--- src/rtl/seq_lock_fsm.sv ---
`default_nettype none
// +----------------------------------------------------------------------------+
// | Module      : seq_lock_fsm                                                 |
// | Description : Time-windowed combination lock. One password bit is entered  |
// |               per window (press seen = 1). The entry is compared against a |
// |               secret captured at start, and an active-low RGB LED shows    |
// |               prompt / success / fail / lockout.                           |
// | Config      : define SEQ_LOCK_LOCKOUT_EN to enable the attempt limit and   |
// |               the LOCKOUT state; otherwise FAIL always returns to IDLE.    |
// | Revision    : 1.0  initial release                                         |
// +----------------------------------------------------------------------------+
module seq_lock_fsm #(
   parameter int PW_LEN         = 10,
   parameter int WINDOW_CYCLES  = 24_000_000,
   parameter int COLOR_CYCLES   = 24_000_000,
   parameter int FAIL_CYCLES    = 48_000_000,
   parameter int MAX_ATTEMPTS   = 3,
   parameter int LOCKOUT_CYCLES = 240_000_000
) (
   input  logic                                  clk,
   input  logic                                  rst,
   input  logic                                  start_pulse,
   input  logic                                  bit_pulse,
   input  logic [PW_LEN-1:0]                     secret,
   output logic [2:0]                            led,
   output logic                                  unlocked,
   output logic                                  locked_out,
   output logic [$clog2(MAX_ATTEMPTS+1)-1:0]     attempts
);

`ifdef SEQ_LOCK_LOCKOUT_EN
   localparam bit LOCKOUT_EN = 1'b1;
`else
   localparam bit LOCKOUT_EN = 1'b0;
`endif

   // Counter widths: each counter holds 0..terminal, never less than one bit
   localparam int WIN_W  = (WINDOW_CYCLES > 1)       ? $clog2(WINDOW_CYCLES)     : 1;
   localparam int HALF_W = ((WINDOW_CYCLES / 2) > 1) ? $clog2(WINDOW_CYCLES / 2) : 1;
   localparam int COL_W  = (COLOR_CYCLES > 1)        ? $clog2(COLOR_CYCLES)      : 1;
   localparam int FAIL_W = (FAIL_CYCLES > 1)         ? $clog2(FAIL_CYCLES)       : 1;
   localparam int LOCK_W = (LOCKOUT_CYCLES > 1)      ? $clog2(LOCKOUT_CYCLES)    : 1;
   localparam int IDX_W  = (PW_LEN > 1)              ? $clog2(PW_LEN)            : 1;
   localparam int ATT_W  = $clog2(MAX_ATTEMPTS + 1);

   localparam logic [WIN_W-1:0]  WIN_LAST  = WIN_W'(WINDOW_CYCLES - 1);
   localparam logic [WIN_W-1:0]  WIN_HALF  = WIN_W'(WINDOW_CYCLES / 2);
   localparam logic [WIN_W-1:0]  WIN_ONE   = WIN_W'(1);
   localparam logic [HALF_W-1:0] HALF_LAST = HALF_W'((WINDOW_CYCLES / 2) - 1);
   localparam logic [HALF_W-1:0] HALF_ONE  = HALF_W'(1);
   localparam logic [COL_W-1:0]  COL_LAST  = COL_W'(COLOR_CYCLES - 1);
   localparam logic [COL_W-1:0]  COL_ONE   = COL_W'(1);
   localparam logic [FAIL_W-1:0] FAIL_LAST = FAIL_W'(FAIL_CYCLES - 1);
   localparam logic [FAIL_W-1:0] FAIL_ONE  = FAIL_W'(1);
   localparam logic [LOCK_W-1:0] LOCK_LAST = LOCK_W'(LOCKOUT_CYCLES - 1);
   localparam logic [LOCK_W-1:0] LOCK_ONE  = LOCK_W'(1);
   localparam logic [IDX_W-1:0]  IDX_LAST  = IDX_W'(PW_LEN - 1);
   localparam logic [IDX_W-1:0]  IDX_ONE   = IDX_W'(1);
   localparam logic [ATT_W-1:0]  ATT_MAX   = ATT_W'(MAX_ATTEMPTS);
   localparam logic [ATT_W-1:0]  ATT_ONE   = ATT_W'(1);

   // Active-low RGB encodings
   localparam logic [2:0] LED_RED   = 3'b110;
   localparam logic [2:0] LED_BLUE  = 3'b011;
   localparam logic [2:0] LED_GREEN = 3'b101;
   localparam logic [2:0] LED_OFF   = 3'b111;

   typedef enum logic [2:0] {
      IDLE    = 3'd0,
      ENTRY   = 3'd1,
      CHECK   = 3'd2,
      SUCCESS = 3'd3,
      FAIL    = 3'd4,
      LOCKOUT = 3'd5
   } state_t;

   state_t              state;
   logic [PW_LEN-1:0]   secret_q;
   logic [PW_LEN-1:0]   entry;
   logic                hit;
   logic [WIN_W-1:0]    win_cnt;
   logic [IDX_W-1:0]    bit_idx;
   logic [COL_W-1:0]    col_cnt;
   logic [1:0]          col_sel;
   logic [FAIL_W-1:0]   fail_cnt;
   logic [LOCK_W-1:0]   lock_cnt;
   logic [HALF_W-1:0]   half_cnt;

   // Lock sequencer: state, counters and all registered outputs advance together,
   // so every output always matches the state it is registered alongside.
   always_ff @(posedge clk) begin
      if (rst) begin
         state      <= IDLE;
         secret_q   <= '0;
         entry      <= '0;
         hit        <= 1'b0;
         win_cnt    <= '0;
         bit_idx    <= '0;
         col_cnt    <= '0;
         col_sel    <= 2'd0;
         fail_cnt   <= '0;
         lock_cnt   <= '0;
         half_cnt   <= '0;
         led        <= LED_OFF;
         unlocked   <= 1'b0;
         locked_out <= 1'b0;
         attempts   <= '0;
      end else begin
         case (state)
            IDLE: begin
               if (start_pulse) begin
                  state    <= ENTRY;
                  secret_q <= secret;
                  win_cnt  <= '0;
                  bit_idx  <= '0;
                  hit      <= 1'b0;
                  led      <= LED_RED;
               end
            end

            ENTRY: begin
               if (win_cnt == WIN_LAST) begin
                  // A press on the final cycle of the window still counts
                  entry[bit_idx] <= hit | bit_pulse;
                  hit            <= 1'b0;
                  win_cnt        <= '0;
                  if (bit_idx == IDX_LAST) begin
                     state <= CHECK;
                     led   <= LED_OFF;
                  end else begin
                     bit_idx <= bit_idx + IDX_ONE;
                     led     <= LED_RED;
                  end
               end else begin
                  if (bit_pulse) begin
                     hit <= 1'b1;
                  end
                  win_cnt <= win_cnt + WIN_ONE;
                  led     <= ((win_cnt + WIN_ONE) < WIN_HALF) ? LED_RED : LED_OFF;
               end
            end

            CHECK: begin
               if (entry == secret_q) begin
                  state    <= SUCCESS;
                  attempts <= '0;
                  unlocked <= 1'b1;
                  led      <= LED_RED;
                  col_cnt  <= '0;
                  col_sel  <= 2'd0;
               end else begin
                  state    <= FAIL;
                  led      <= LED_RED;
                  fail_cnt <= '0;
                  if (attempts != ATT_MAX) begin
                     attempts <= attempts + ATT_ONE;
                  end
               end
            end

            SUCCESS: begin
               if (start_pulse) begin
                  state    <= IDLE;
                  unlocked <= 1'b0;
                  led      <= LED_OFF;
               end else if (col_cnt == COL_LAST) begin
                  col_cnt <= '0;
                  case (col_sel)
                     2'd0: begin
                        col_sel <= 2'd1;
                        led     <= LED_BLUE;
                     end
                     2'd1: begin
                        col_sel <= 2'd2;
                        led     <= LED_GREEN;
                     end
                     default: begin
                        col_sel <= 2'd0;
                        led     <= LED_RED;
                     end
                  endcase
               end else begin
                  col_cnt <= col_cnt + COL_ONE;
               end
            end

            FAIL: begin
               if (fail_cnt == FAIL_LAST) begin
                  if (LOCKOUT_EN && (attempts == ATT_MAX)) begin
                     state      <= LOCKOUT;
                     locked_out <= 1'b1;
                     led        <= LED_RED;
                     lock_cnt   <= '0;
                     half_cnt   <= '0;
                  end else begin
                     state <= IDLE;
                     led   <= LED_OFF;
                  end
               end else begin
                  fail_cnt <= fail_cnt + FAIL_ONE;
               end
            end

            LOCKOUT: begin
               if (lock_cnt == LOCK_LAST) begin
                  state      <= IDLE;
                  attempts   <= '0;
                  locked_out <= 1'b0;
                  led        <= LED_OFF;
               end else begin
                  lock_cnt <= lock_cnt + LOCK_ONE;
                  if (half_cnt == HALF_LAST) begin
                     half_cnt <= '0;
                     led      <= (led == LED_RED) ? LED_OFF : LED_RED;
                  end else begin
                     half_cnt <= half_cnt + HALF_ONE;
                  end
               end
            end

            default: begin
               state      <= IDLE;
               led        <= LED_OFF;
               unlocked   <= 1'b0;
               locked_out <= 1'b0;
            end
         endcase
      end
   end

endmodule
`default_nettype wire

--- config.mk ---
export PLATFORM = sky130hd
export DESIGN_NAME = seq_lock_fsm
export DESIGN_NICKNAME = d
export VERILOG_FILES = /design/src/rtl/seq_lock_fsm.sv
export SDC_FILE = /design/constraint.sdc
export NUM_CORES = 1
export LEC_CHECK = 0
export ABC_AREA = 1
export CAP_MARGIN = 20
export CELL_PAD_IN_SITES_DETAIL_PLACEMENT = 0
export CELL_PAD_IN_SITES_GLOBAL_PLACEMENT = 1
export CORE_MARGIN = 2
export CORE_UTILIZATION = 45
export CTS_BUF_LIST = sky130_fd_sc_hd__clkbuf_8
export DETAILED_ROUTE_END_ITERATION = 7
export HOLD_SLACK_MARGIN = 0.03
export PLACE_DENSITY_LB_ADDON = 0.1
export SYNTH_ARGS = -nofsm -noshare
export SYNTH_HDL_FRONTEND = slang
export SYNTH_SLANG_ARGS = --single-unit
--- constraint.sdc ---
create_clock -name clk -period 3.9 [get_ports clk]
set_input_delay 0.39 -clock clk [delete_from_list [all_inputs] [get_ports clk]]
set_output_delay 0.39 -clock clk [all_outputs]
set_load 0.02 [all_outputs]
==> results.yml, run 1 <==
logic_synthesis:
  yosys-top-cells-area: "dfxtp_1, nand2_1, nor2_1, inv_1, a21oi_1"
  async_reset_ff_share_pct: 0
  synth_seq_cells: 164
  avgSynthCellArea_sq_um: 6.50
  synth_most_common_cell: "nand2_1"
  synth_warnings: 0
  syn-cell-area_sq_um: 9350
  synth_area_leader_cell: "dfxtp_1"
  synth_common_cells: "nand2_1, nor2_1, dfxtp_1, inv_1, a21oi_1"
  yosysUniqueCellTypes: 44
  synth-edff-count: 0
  syn_nets: 1461
  yosysTopAreaCellShare_pct: 35.1
  yosys_most_used_dff: "dfxtp_1"
  yosysSeqAreaShare_pct: 35.1
  synthCells: 1437
detailed_routing:
  drt_wl_total_microns: 23700
  first_pass_iters: 6
  routed_via_density: 5.16
  ant_nets: 0
  drc: 0
  wl_per_cell_microns: 13.7
  drt_iter0_drc: 433
  num_vias: 8924
grt:
  grt_pass1_vias: 8617
  grt_max_degree: 75
  grt_pass1_wl_microns: 40900
  grt_use_total_pct: 22.5
  grt_overflow: 0
  antenna_found_initial: 0
worst_setup_path:
  r2r_slack_ns: 1.38
  path_max_fanout: 33
  r2r-end: "half_cnt[5]$_SDFFE_PP0P_"
  critPathTopFamily: "simple AND/OR/NAND/NOR gates"
  rr_worst_depth: 12
  path_class: "flop to flop"
  crit_arrival_ns: 2.90
  slowest_stage: "dfxtp_1"
  startpoint: "lock_cnt[0]$_SDFFE_PP0P_"
  cp.depth: 12
  slowest_delay_ns: 0.37
  reg2reg_from: "lock_cnt[0]$_SDFFE_PP0P_"
  worstSetupEndpointType: "flop"
  cp-start-kind: "flop"
  path_buf_inv: 2
  path_cells: "ha_1 > inv_1 > nor3_1 > nand2_1 > nor2_1 > nand3_1 > nand2_2 > buf_4 > nor3_1 > nand4_1 > nand2_1 > nor3b_1"
  critPathRequiredTime_ns: 4.28
sta:
  worst_slack_ns: 1.38
  finalClockSkew_ns: 0.0149
  finalHoldViolCount: 0
  worst_pin_slew_ns: 0.858
  maxSlewViolCount: 0
  maxSlewHeadroom_pct: 42.8
  rsz0062_at_grt: "false"
  finalCritPeriodShare_pct: 64.7
  period_needed_ns: 2.52
  fmax_ghz: 0.396
  setup_violations: 0
  setup-tns-final_ns: 0
power_and_ir_drop:
  leakage_nw: 3.48
  ir_worst_vdd_mv: 0.210
  p_per_area_nw_per_um2: 339
finish:
  n_antenna_cell: 0
  drive_gt1_share_pct: 5.62
  fin_nets: 1471
  area_growth_pct: 8.66
hold_path:
  hp-class: "input pin to flop"
  min_from: "rst"
  min_to: "led[1]$_SDFFE_PP1P_"
  hold_depth: 3
floorplanning:
  die_area_sq_um: 21900
  io_pins: 21
  core_sq_um: 20300
  die_w_microns: 148
  initial_utilization_pct: 46.0
  rows: 52
  dieHeight_microns: 148
clock_tree:
  post_cts_resize_count: 0
  cts_hold_buf: 0
  clockBufferDepth: 2
  cts_tree: "yes"
  numCtsBuffers: 17
  path_clk_slew_ns: 0.08
  postCtsSetupRepairBufs: 0
  clkLatencyLatePin_ns: 0.46
  cts_sinks: 164
  clockRootBuffer: "clkbuf_8"
  htreeDepth: 4
place:
  pre_cts_ws_ns: 1.39
  gp_congestion: 0.859
  port_buffers: 19
  dp_hpwl_microns: 17400
flow_run:
  drv_cap: 0
run_status:
  status: "completed"
-- cell usage in the layout, fill, tap and decap left out, types with 3 or more instances in the layout --
cell type          n
xnor2_1            9
ha_1              10
nand2_1          335
buf_4              6
a211oi_1           3
o21ai_0           55
clkdlybuf4s50_1   18
nor4_1            22
nor2_1           186
xor2_1            43
inv_2             11
nand3_1           86
nor2_4             5
nor2_2             7
dfxtp_1          164
clkbuf_8          18
nor3b_1            5
bufinv_16          3
clkinvlp_4         6
or2_2              5
and3_1             4
nand2_2            8
nor3_1            69
nand3b_1          10
nand4_1           56
a31oi_1            3
a21oi_1          121
inv_1            163
-- final cells by class --
cell class,count,area [sq um]
Timing Repair Buffer,25,230
Multi-Input combinational cell,1066,5250
Inverter,173,649
Tap cell,270,338
Clock inverter,13,160
Fill cell,2155,10100
Sequential cell,164,3280
Clock buffer,18,248
-- how the worst max path moves through the flow --
stage                                          end  slack (ns)
after floorplan            col_cnt[2]$_SDFFE_PP0P_        2.10
after global routing      half_cnt[5]$_SDFFE_PP0P_        1.07
after detailed placement  half_cnt[5]$_SDFFE_PP0P_        1.39
after CTS                 half_cnt[5]$_SDFFE_PP0P_        1.37
after global placement    half_cnt[5]$_SDFFE_PP0P_        1.33
final                     half_cnt[5]$_SDFFE_PP0P_        1.38
-- routing by layer --
| layer | wire length, microns | track usage [%] | up-vias | part of all wire, % |
|---|---|---|---|---|
| met5 | 0 | 0 | - | 0 |
| met4 | 355 | 6.05 | 0 | 1.5 |
| li1 | - | - | 4737 | - |
| met2 | 11200 | 39.1 | 154 | 48 |
| met1 | 11200 | 28.8 | 4000 | 47 |
| met3 | 838 | 4.20 | 33 | 3.5 |
-- worst reg2reg max path, cell delays in order, from the launching register on --
cell and delay [ns]:
dfxtp_1 0.37, ha_1 0.22, inv_1 0.10, nor3_1 0.13
nand2_1 0.13, nor2_1 0.14, nand3_1 0.18, nand2_2 0.12
buf_4 0.35, nor3_1 0.16, nand4_1 0.10, nand2_1 0.23
nor3b_1 0.24
-- registers in the layout, indices dropped and copies added, names as in the netlist --
signal / flops
unlocked: 1
fail_cnt: 26
half_cnt: 24
state: 3
entry: 10
bit_idx: 4
lock_cnt: 28
col_sel: 2
hit: 1
attempts: 2
col_cnt: 25
win_cnt: 25
led: 3
secret_q: 10
-- logic make-up (layout without fill, tap and decap cells) --
logic type | Yosys count | after routing | share of synthesized area (%)
adder cells (fa/ha/maj) | 10 | 10 | 1.34
buffers and inverters | 207 | 229 | 8.73
AND/OR/NAND/NOR | 811 | 811 | 39.3
flip-flops | 164 | 164 | 35.1
XOR/XNOR | 52 | 52 | 4.87
other | 1 | 1 | 0.0401
AO/OA/AOI/OAI | 192 | 192 | 10.6
-- per-stage QoR --
step / std cells / power [mW] / instance area [sq um] / hold WS (ns) / util (%)
2_1_floorplan: 1437 / 2.07 / 9350 / 0.436 / -
3_3_place_gp: 1698 / 2.19 / 9750 / 0.449 / 48.0
3_5_place_dp: 1698 / 2.20 / 9750 / 0.448 / 48.0
4_1_cts: 1729 / 3.50 / 10200 / 0.385 / 50.0
5_1_grt: 1729 / 3.63 / 10200 / 0.437 / 50.0
6_report: 1729 / 3.44 / 10200 / 0.403 / 50.0
-- power breakdown --
| group | internal [mW] | leakage, nW | switching (mW) |
|---|---|---|---|
| combinational | 0.113 | 1.97 | 0.291 |
| sequential | 1.71 | 1.32 | 0.0344 |
| clock | 0.645 | 0.192 | 0.646 |
Note: power is estimated with default switching activity, not from simulation.
==> run 2: changes to the inputs <==
--- a/config.mk
+++ b/config.mk
@@ -10,7 +10,7 @@
 export CELL_PAD_IN_SITES_DETAIL_PLACEMENT = 0
 export CELL_PAD_IN_SITES_GLOBAL_PLACEMENT = 1
 export CORE_MARGIN = 2
-export CORE_UTILIZATION = 45
+export CORE_UTILIZATION = 42
 export CTS_BUF_LIST = sky130_fd_sc_hd__clkbuf_8
 export DETAILED_ROUTE_END_ITERATION = 7
 export HOLD_SLACK_MARGIN = 0.03
==> constraint.sdc (replaced) <==
create_clock -name clk -period 2.2 [get_ports clk]
set_input_delay 0.22 -clock clk [delete_from_list [all_inputs] [get_ports clk]]
set_output_delay 0.22 -clock clk [all_outputs]
set_load 0.02 [all_outputs]
==> run 2 against run 1 <==
Compared with the run above:
- routed wire length increased by 1.9%
- clock power increased by 84%
- critical path depth increased by 5
- non-clock buffer count increased by 51
- combinational power increased by 100%
- largest cell class unchanged
==> results.yml, run 2 (synthesized netlist as in run 1, its figures left out) <==
run_status:
  status: "completed"
finish:
  drive_gt1_share_pct: 10.6
  fillers: 2280
  regMostFlops: "lock_cnt"
  fin_nets: 1522
  area_growth_pct: 14.7
  n_antenna_cell: 0
  layout_commonest_cell: "nand2_1"
  mostFrequentLayoutCells: "nand2_1, nor2_1, inv_1"
  largest_reg_flops: 28
  top_regs: "lock_cnt x28, fail_cnt x26"
detailed_routing:
  wl_per_cell_microns: 13.5
  drt_iter0_drc: 500
  first_pass_iters: 5
  ant_nets: 0
  drc: 0
  drt_wl_total_microns: 24100
  routed_via_density: 5.08
  num_vias: 9091
worst_setup_path:
  worstSetupEndpointType: "flop"
  cpMostUsedCell: "nand2_1"
  path_max_fanout: 8
  r2r_slack_ns: 0.16
  critPathRequiredTime_ns: 2.60
  path_cells: "ha_2 > nand2_2 > nor2_4 > nand2_1 > nor2_2 > nand2_1 > nand2_1 > nand2_1 > nor2_1 > nand2_1 > nor2_1 > nand2_1 > nand2_1 > nand2_1 > nand2_1 > nand2_1 > nand2_1"
  cp-start-kind: "flop"
  path_class: "flop to flop"
  slowest_stage: "dfxtp_2"
  slowest_delay_ns: 0.35
  crit_arrival_ns: 2.44
floorplanning:
  initial_utilization_pct: 42.8
  die_w_microns: 153
  core_sq_um: 21800
  die_area_sq_um: 23500
  dieHeight_microns: 153
  rows: 54
  io_pins: 21
sta:
  maxSlewHeadroom_pct: 42.5
  setup-tns-final_ns: 0
  maxSlewViolCount: 0
  holdWs_ns: 0.335
  setup_violations: 0
  finalHoldViolCount: 0
  worst_pin_slew_ns: 0.863
  finalCritPeriodShare_pct: 92.9
  finalClockSkew_ns: 0.0183
  fmax_ghz: 0.489
  period_needed_ns: 2.04
clock_tree:
  cts_tree: "yes"
  clkLatencyLatePin_ns: 0.46
  clockRootBuffer: "clkbuf_8"
  path_clk_slew_ns: 0.10
  clockBufferDepth: 2
  cts_sinks: 164
  cts_hold_buf: 0
  numCtsBuffers: 17
  htreeDepth: 4
grt:
  grt_pass1_vias: 8550
  antenna_found_initial: 0
  grt_overflow: 0
  grt_use_total_pct: 20.9
  grt_pass1_wl_microns: 41100
  grt_max_degree: 75
power_and_ir_drop:
  leakage_nw: 3.79
  ir_worst_vdd_mv: 0.345
  p_per_area_nw_per_um2: 587
place:
  port_buffers: 19
  gp_congestion: 0.850
  dp_hpwl_microns: 17700
flow_run:
  drv_cap: 0
hold_path:
  hp-class: "input pin to flop"
==> run 2: changes by cell type in the layout (fill, tap and decap cells not counted), moves of 4 or more <==
cell        delta
buf_4         +46
dfxtp_1        -7
dfxtp_2        +7
nor2_1         -6
clkinvlp_4     -5
nand2_1        -5
buf_12         +4
clkinv_4       +4
nand2_2        +4
nor2_2         +4
==> run 2: report_power, final <==
| part | leakage, nW | internal (mW) | switching (mW) |
|---|---|---|---|
| sequential | 1.33 | 3.04 | 0.0564 |
| clock | 0.222 | 1.22 | 1.17 |
| combinational | 2.24 | 0.277 | 0.542 |
==> run 2: worst paths after layout <==
kind,start,end,cells after the start
min reg2reg,entry[2]$_SDFFE_PP0P_,entry[2]$_SDFFE_PP0P_,2
max,win_cnt[0]$_SDFFE_PP0P_,led[0]$_SDFFE_PP1P_,17
min,secret[3],secret_q[3]$_SDFFE_PP0P_,3
max reg2reg,win_cnt[0]$_SDFFE_PP0P_,led[0]$_SDFFE_PP1P_,17
==> run 2: timing repair <==
action / in CTS / in global routing
buffers inserted: 0 / 5
endpoints found under the setup margin: 1 / 52
pin swaps: 0 / 7
resized for setup: 1 / 34
==> run 2: layer usage <==
layer | routed length [microns] | GRT usage [%] | up-vias
li1 | - | - | 4836
met1 | 12100 | 28.6 | 4156
met2 | 11300 | 34.9 | 84
met3 | 486 | 3.35 | 15
met4 | 196 | 4.32 | 0
met5 | 0 | 0 | -
==> run 2: critical path, delay by kind of cell, from the launching register on <==
family	cells	cell delay (ns)
adders and majority gates	1	0.21
DFF	1	0.35
and+or+nand+nor	16	1.45
==> run 2: area by class of cell <==
| class | instances | area, sq um | area share [%] |
|---|---|---|---|
| clock inverters | 12 | 154 | 1.44 |
| clock buffers | 20 | 275 | 2.57 |
| repair buffers | 76 | 667 | 6.22 |
| flip-flops and latches | 164 | 3290 | 30.7 |
| multi-input cells | 1066 | 5330 | 49.7 |
| inverters | 173 | 654 | 6.10 |
| well taps | 280 | 350 | 3.27 |
==> run 2: through the flow <==
stage | instances | power (mW) | setup WS (ns) | utilization, % | cell area, sq um
final | 1791 | 6.30 | 0.155 | 49.1 | 10700
after global routing | 1791 | 6.62 | -0.0312 | 49.1 | 10700
after CTS | 1786 | 6.40 | 0.00974 | 48.5 | 10600
after detailed placement | 1754 | 3.98 | -0.00791 | 46.5 | 10200
after global placement | 1754 | 3.98 | 0.0275 | 46.5 | 10200
after floorplan | 1437 | 3.66 | 0.400 | - | 9350
==> run 3: changes to the inputs <==
--- a/config.mk
+++ b/config.mk
@@ -18,3 +18,4 @@
 export SYNTH_ARGS = -nofsm -noshare
 export SYNTH_HDL_FRONTEND = slang
 export SYNTH_SLANG_ARGS = --single-unit
+export TNS_END_PERCENT = 5
==> run 3 against run 2 <==
Compared with the run above:
- core utilization decreased by 0.20 points
- clock skew decreased by 0.00081 ns
- critical endpoint unchanged
- register-to-register slack got worse by 0.07 ns
- global-route usage unchanged
- critical path type unchanged
- non-clock buffer count decreased by 1
- worst hold slack improved by 0.0019 ns
- largest power group unchanged
- via count decreased by 0.48%
- highest routed layer unchanged
- routed wire length decreased by 0.41%
- combinational power decreased by 0.7%
- sequential cell count unchanged
==> results.yml, run 3 (synthesized netlist as in run 1, its figures left out) <==
worst_setup_path:
  crit_path_end: "led[0]$_SDFFE_PP1P_"
  critPathRequiredTime_ns: 2.60
  reg2reg_from: "win_cnt[1]$_SDFFE_PP0P_"
  path_max_fanout: 8
  r2r-end: "led[0]$_SDFFE_PP1P_"
  path_class: "flop to flop"
  cp-start-kind: "flop"
  startpoint: "win_cnt[1]$_SDFFE_PP0P_"
  crit_arrival_ns: 2.51
  r2r_slack_ns: 0.08
  rr_worst_depth: 17
  worstSetupEndpointType: "flop"
floorplanning:
  die_area_sq_um: 23500
  initial_utilization_pct: 42.8
  rows: 54
  dieHeight_microns: 153
  die_w_microns: 153
  io_pins: 21
  core_sq_um: 21800
sta:
  setup_violations: 0
  period_needed_ns: 2.12
  finalHoldViolCount: 0
  worst_pin_slew_ns: 0.863
  fmax_ghz: 0.472
  rsz0062_at_grt: "true"
  finalClockSkew_ns: 0.0174
  maxSlewViolCount: 0
  maxSlewHeadroom_pct: 42.5
  holdWs_ns: 0.336
  finalCritPeriodShare_pct: 96.3
  worst_slack_ns: 0.0810
hold_path:
  min_from: "secret[3]"
  hp-class: "input pin to flop"
finish:
  mostFrequentLayoutCells: "nand2_1, nor2_1, inv_1"
  top_regs: "lock_cnt x28, fail_cnt x26"
  n_antenna_cell: 0
  regMostFlops: "lock_cnt"
  drive_gt1_share_pct: 9.74
  area_growth_pct: 14.2
  layout_commonest_cell: "nand2_1"
  fin_nets: 1521
  largest_reg_flops: 28
detailed_routing:
  drt_iter0_drc: 464
  drt_wl_total_microns: 24000
  routed_via_density: 5.05
  first_pass_iters: 5
  wl_per_cell_microns: 13.4
  drc: 0
  ant_nets: 0
  num_vias: 9047
flow_run:
  drv_cap: 0
clock_tree:
  cts_hold_buf: 0
  cts_sinks: 164
  clkLatencyLatePin_ns: 0.46
  clockBufferDepth: 2
  htreeDepth: 4
  cts_tree: "yes"
  clockRootBuffer: "clkbuf_8"
  path_clk_slew_ns: 0.10
  numCtsBuffers: 17
grt:
  antenna_found_initial: 0
  grt_use_total_pct: 20.9
  grt_overflow: 0
  grt_pass1_vias: 8550
  grt_pass1_wl_microns: 41100
  grt_max_degree: 75
run_status:
  status: "completed"
power_and_ir_drop:
  leakage_nw: 3.78
  p_clk_share_pct: 37.9
  p_per_area_nw_per_um2: 589
  seq_power_share_pct: 49.2
  intPower_mw: 4.53
  ir_worst_vdd_mv: 0.344
  p_sw_share_pct: 28.0
  comb_power_share_pct: 12.9
  netSwitchingPower_mw: 1.76
  total_power_mw: 6.29
place:
  port_buffers: 19
  dp_hpwl_microns: 17700
  pre_cts_ws_ns: -0.00791
  gp_congestion: 0.850
-- run 3: cell types whose count changed in the layout (fill, tap and decap cells not counted), sizes merged --
cell / before / now
buf: 58 / 57
-- run 3: repair_timing --
action / CTS / global route
gates cloned: 0 / 0
endpoints found under the setup margin: 1 / 52
pin swaps: 0 / 5
buffers inserted: 0 / 4
hold endpoints to repair: 0 / 0
gates resized for setup: 1 / 19
-- run 3: per-stage QoR --
stage / utilization, % / cells / setup TNS, ns / area, sq um
floorplan: - / 1437 / 0 / 9350
global placement: 46.5 / 1754 / 0 / 10200
detailed placement: 46.5 / 1754 / -0.00791 / 10200
CTS: 48.5 / 1786 / 0 / 10600
global route: 48.9 / 1790 / -0.369 / 10700
finish: 48.9 / 1790 / 0 / 10700
-- run 3: final cells by class --
type	count	area [sq um]
Clock inverter	12	154
Sequential cell	164	3290
Fill cell	2282	11100
Clock buffer	20	275
Multi-Input combinational cell	1066	5300
Timing Repair Buffer	75	656
Inverter	173	652
Tap cell	280	350
-- run 3: worst max-delay path, cell delays in order, from the launching register on --
cell and delay, ns:
dfxtp_1 0.37, ha_2 0.21, nand2_1 0.12, nor2_4 0.26, nand2_4 0.10, nor2_4 0.13, nand2_1 0.06, nand2_1 0.05
nand2_1 0.09, nor2_1 0.16, nand2_1 0.07, nor2_1 0.10, nand2_1 0.06, nand2_1 0.06, nand2_1 0.06, nand2_1 0.06
nand2_1 0.06, nand2_1 0.05
-- run 3: power groups by stage --
| stage | clock network, mW | registers (mW) | logic (mW) |
|---|---|---|---|
| finish | 2.38 | 3.10 | 0.813 |
| detailed placement | 0 | 3.17 | 0.815 |
| global route | 2.58 | 3.11 | 0.917 |
| floorplan | 0 | 3.17 | 0.495 |
| global placement | 0 | 3.16 | 0.814 |
| CTS | 2.48 | 3.10 | 0.819 |
-- run 3: worst min path at each step --
stage / end / slack (ns) / depth (start not counted)
6_report: secret_q[3]$_SDFFE_PP0P_ / 0.34 / 3
5_1_grt: secret_q[0]$_SDFFE_PP0P_ / 0.33 / 3
4_1_cts: col_cnt[8]$_SDFFE_PP0P_ / 0.28 / 4
3_5_place_dp: entry[2]$_SDFFE_PP0P_ / 0.45 / 2
3_3_place_gp: entry[2]$_SDFFE_PP0P_ / 0.45 / 2
2_1_floorplan: secret_q[0]$_SDFFE_PP0P_ / 0.35 / 2
-- run 3: per-layer routing --
layer	vias to the layer above	global-route usage [%]	part of all wire (%)
li1	4833	-	-
met1	4108	28.6	50
met2	91	34.9	47
met3	15	3.35	2.2
met4	0	4.32	0.82
met5	-	0	0
